`src/rtl/timer256.sv`:
```
// 256 Hz free-running timer with 32/8/2/1 Hz interrupt pulses, bus registers at $2040-$2041.
// Define TIMER256_FASTSIM_EN to force an effective prescale of 2 for fast simulation.
module timer256 #(
  parameter int PRESCALE = 128
) (
  input  logic        clk,
  input  logic        reset,
  input  logic        osc_tick,
  input  logic        bus_write,
  input  logic        bus_read,
  input  logic [23:0] bus_address_in,
  input  logic [7:0]  bus_data_in,
  output logic [7:0]  bus_data_out,
  output logic        irq_32hz,
  output logic        irq_8hz,
  output logic        irq_2hz,
  output logic        irq_1hz
);

`ifdef TIMER256_FASTSIM_EN
  localparam int EFF_PRESCALE = 2;
`else
  localparam int EFF_PRESCALE = PRESCALE;
`endif
  localparam int PW = (EFF_PRESCALE > 1) ? $clog2(EFF_PRESCALE) : 1;
  localparam logic [PW-1:0] PRESC_LAST = PW'(EFF_PRESCALE - 1);

  localparam logic [23:0] ADDR_CTRL  = 24'h002040;
  localparam logic [23:0] ADDR_COUNT = 24'h002041;

  logic          enable_q, enable_d;
  logic [PW-1:0] presc_q, presc_d;
  logic [7:0]    count_q, count_d;
  logic [7:0]    count_inc;
  logic [3:0]    irq_q, irq_d;
  logic          ctrl_wr, ctrl_clr;

  // Reads have no side effects; only the low two control bits are meaningful.
  logic unused_inputs;
  assign unused_inputs = ^{bus_read, bus_data_in[7:2]};

  assign ctrl_wr  = bus_write && (bus_address_in == ADDR_CTRL);
  assign ctrl_clr = ctrl_wr && bus_data_in[1];

  always_comb begin
    enable_d  = enable_q;
    presc_d   = presc_q;
    count_d   = count_q;
    irq_d     = '0;
    count_inc = count_q + 8'd1;
    if (ctrl_wr)
      enable_d = bus_data_in[0];
    // Clear beats a coincident increment; a tick uses the enable value from before the write.
    if (ctrl_clr) begin
      presc_d = '0;
      count_d = '0;
    end else if (osc_tick && enable_q) begin
      if (presc_q == PRESC_LAST) begin
        presc_d = '0;
        count_d = count_inc;
        irq_d   = {count_inc[2:0] == 3'd0, count_inc[4:0] == 5'd0,
                   count_inc[6:0] == 7'd0, count_inc == 8'd0};
      end else begin
        presc_d = presc_q + PW'(1);
      end
    end
  end

  always_ff @(posedge clk or posedge reset) begin
    if (reset) begin
      enable_q <= 1'b0;
      presc_q  <= '0;
      count_q  <= '0;
      irq_q    <= '0;
    end else begin
      enable_q <= enable_d;
      presc_q  <= presc_d;
      count_q  <= count_d;
      irq_q    <= irq_d;
    end
  end

  assign {irq_32hz, irq_8hz, irq_2hz, irq_1hz} = irq_q;

  always_comb begin
    bus_data_out = '0;
    if (bus_address_in == ADDR_CTRL)
      bus_data_out = {7'd0, enable_q};
    else if (bus_address_in == ADDR_COUNT)
      bus_data_out = count_q;
  end

endmodule

```
`config.mk`:
```
export PLATFORM = sky130hd
export DESIGN_NAME = timer256
export DESIGN_NICKNAME = d
export VERILOG_FILES = /design/src/rtl/timer256.sv
export SDC_FILE = /design/constraint.sdc
export NUM_CORES = 1
export LEC_CHECK = 0
export ABC_AREA = 0
export ABC_CLOCK_PERIOD_IN_PS = 3300
export CORE_ASPECT_RATIO = 0.8
export CORE_MARGIN = 10
export CORE_UTILIZATION = 30
export DETAILED_ROUTE_END_ITERATION = 7
export DONT_BUFFER_PORTS = 1
export GPL_ROUTABILITY_DRIVEN = 0
export PLACE_DENSITY_LB_ADDON = 0.3
export SLEW_MARGIN = 20
export SYNTH_ARGS = -nofsm -noshare
export SYNTH_HDL_FRONTEND = slang
export SYNTH_SLANG_ARGS = --single-unit
```
`constraint.sdc`:
```
create_clock -name clk -period 3.3 [get_ports clk]
set_input_delay 0.33 -clock clk [delete_from_list [all_inputs] [get_ports clk]]
set_output_delay 0.33 -clock clk [all_outputs]
set_load 0.005 [all_outputs]
```
==> impl_metrics.json <==
{
  "ctsLongestPathBuffers": 2,
  "drive_gt1_frac": 0.0840,
  "startpoint_type": "input port",
  "reg2reg_slack_ps": 1470,
  "ios": 49,
  "cts_resized": 0,
  "synth_area_um2": 1200,
  "cts_hold_buf": 0,
  "tns_ps": 0,
  "timing.rr.start": "presc_q[0]$_DFFE_PP0P_",
  "synth_area_leaders": "dfrtp_1 (42%), xnor2_1 (5.8%), nor2_1 (5.0%), nor4_1 (4.2%), nand3_1 (3.8%)",
  "run_status": "complete, no violations",
  "die_x_um": 90.7,
  "first_iter_violations": 61,
  "final_nets": 172,
  "worstPathRequired_ps": 2970,
  "clock_latency_ps": 260,
  "synthArstFlopShare": 1.00,
  "dieArea_um2": 6940,
  "synth.avg_cell_area_um2": 9.15,
  "syn_nets": 171,
  "cts.clk_slew.worst_paths_ps": 80,
  "ys_seq_elements": 20,
  "final_cell_mix": "dfrtp_1 (20), nor2_1 (16), nand2_1 (10), nand3_1 (9)",
  "r2r_cells": 5,
  "path_class": "in -> out",
  "end_kind": "primary output",
  "syn_inst": 131,
  "slew_viol_final": 0,
  "maxSlewHeadroom": 0.442,
  "period_share": 0.599,
  "final_area_um2": 1300,
  "cp_num_cells": 4,
  "n_fill_cell": 403,
  "cts_tree": "built",
  "setup_viol": 0,
  "grt_pass1_wl_mm": 4.91,
  "antenna_found_initial": 0,
  "vias": 964,
  "arrival_ps": 1650,
  "fmax_mhz": 506,
  "yosys_warnings": 0,
  "cp_slowest_stage_delay_ps": 560,
  "place_area_um2": 1240,
  "grt_max_degree": 21,
  "cts_buffers": 3,
  "power.density_nw_per_um2": 342,
  "grt-ovfl-total": 0,
  "clock_skew_ps": 1.62,
  "grt.total_usage": 0.0840,
  "post_cts_buffers": 0,
  "first_global_vias": 965,
  "io_buffers": 0,
  "hp-class": "in -> async",
  "n_antenna_cell": 0,
  "drv_cap": 0,
  "rows": 20,
  "area_growth_syn_to_layout_pct": 8.35,
  "synth_top_area_cell": "dfrtp_1",
  "final-hold-violation-count": 0,
  "drtPass1Iterations": 4,
  "ys_types": 33,
  "cts.sinks": 20,
  "die_h_um": 76.5,
  "min_period_ps": 1980,
  "synth_top_cell_area_share": 0.418,
  "cp_top_family": "simple AND/OR/NAND/NOR gates",
  "max_slew.worst_pin.slew_ps": 831,
  "cp-startpoint": "bus_address_in[3]",
  "hpwlAfterDp_mm": 2.28,
  "wl_per_cell_um": 15.8,
  "root_buffer": "clkbuf_8",
  "drc_errors": 0,
  "viasPerCell": 5.18,
  "layout_commonest_cell": "dfrtp_1",
  "crit_chain": "nor4_1 > nand4_2 > nor3_1 > and2_1",
  "regToRegEndpoint": "irq_q[0]$_DFF_PP0_",
  "power.total_mw": 0.444,
  "start_util": 0.313,
  "crit_buf_inv": 0,
  "htreeDepth": 1,
  "coreArea_um2": 3830,
  "ant_nets": 0,
  "rsz0062_at_grt": "false",
  "peakVddDrop_mv": 0.131,
  "drt-total-wl_mm": 2.94,
  "worst_path_max_delay_cell": "nor3_1",
  "synth_flop_cell": "dfrtp_1",
  "synth_seq_area_share": 0.418,
  "synth_edf_count": 0,
  "worstPathMaxFanout": 7,
  "whs_ps": 95.5,
  "power.static_leakage_nw": 0.536
}
-- flip-flops by register name, indices dropped and copies added (netlist names) --
name and cells:
enable_q 1, count_q 8, irq_q 4, presc_q 7
-- Yosys cell counts, types with 2 or more instances --
master and count:
dfrtp_1 20, nor2_1 16, nand2_1 10, nand3_1 9
nor3_1 8, nor4_1 8, xnor2_1 8, and2_1 7
a21oi_1 5, inv_1 5, ha_1 3, nand4_1 3
o21ai_0 3, a311oi_1 2, a31oi_1 2, and3_1 2
clkbuf_1 2, nand4_2 2, xor2_1 2
-- cell families after synthesis --
group | share of synthesized area
compound gates | 0.0720
xor+xnor | 0.0731
fa+ha+maj | 0.0313
buf+inv | 0.0355
flops | 0.418
mux | 0.0177
simple gates | 0.353
-- layout make-up --
class	count	area, um^2	share of cell area
clock buffer	4	55.1	0.0424
multi-input combinational	102	656	0.505
sequential	20	500	0.385
tap	55	68.8	0.0530
inverter	5	18.8	0.0145
-- how the worst max path moves through the flow --
stage,end,slack [ps]
after floorplan,bus_data_out[1],1580
after global placement,bus_data_out[7],1370
after detailed placement,bus_data_out[7],1300
after CTS,bus_data_out[7],1300
after global routing,bus_data_out[2],1110
final,bus_data_out[1],1320
-- through the flow --
stage | std cells | utilization | setup WS (ps)
3_3_place_gp | 182 | 0.325 | 1370
3_5_place_dp | 182 | 0.325 | 1300
6_report | 186 | 0.339 | 1320
2_1_floorplan | 131 | - | 1580
4_1_cts | 186 | 0.339 | 1300
5_1_grt | 186 | 0.339 | 1110
-- where the power goes --
group | switching, mW | internal [mW]
registers | 0.000000346 | 0.245
clock network | 0.0835 | 0.106
logic | 0.00733 | 0.00245
-- layer usage --
layer	up-vias	track usage	wire, um
li1	471	-	-
met5	-	0	0
met1	471	0.107	1390
met2	20	0.133	1370
met3	2	0.0315	170
met4	0	0.0143	10
Note: power is estimated with default switching activity, not from simulation.
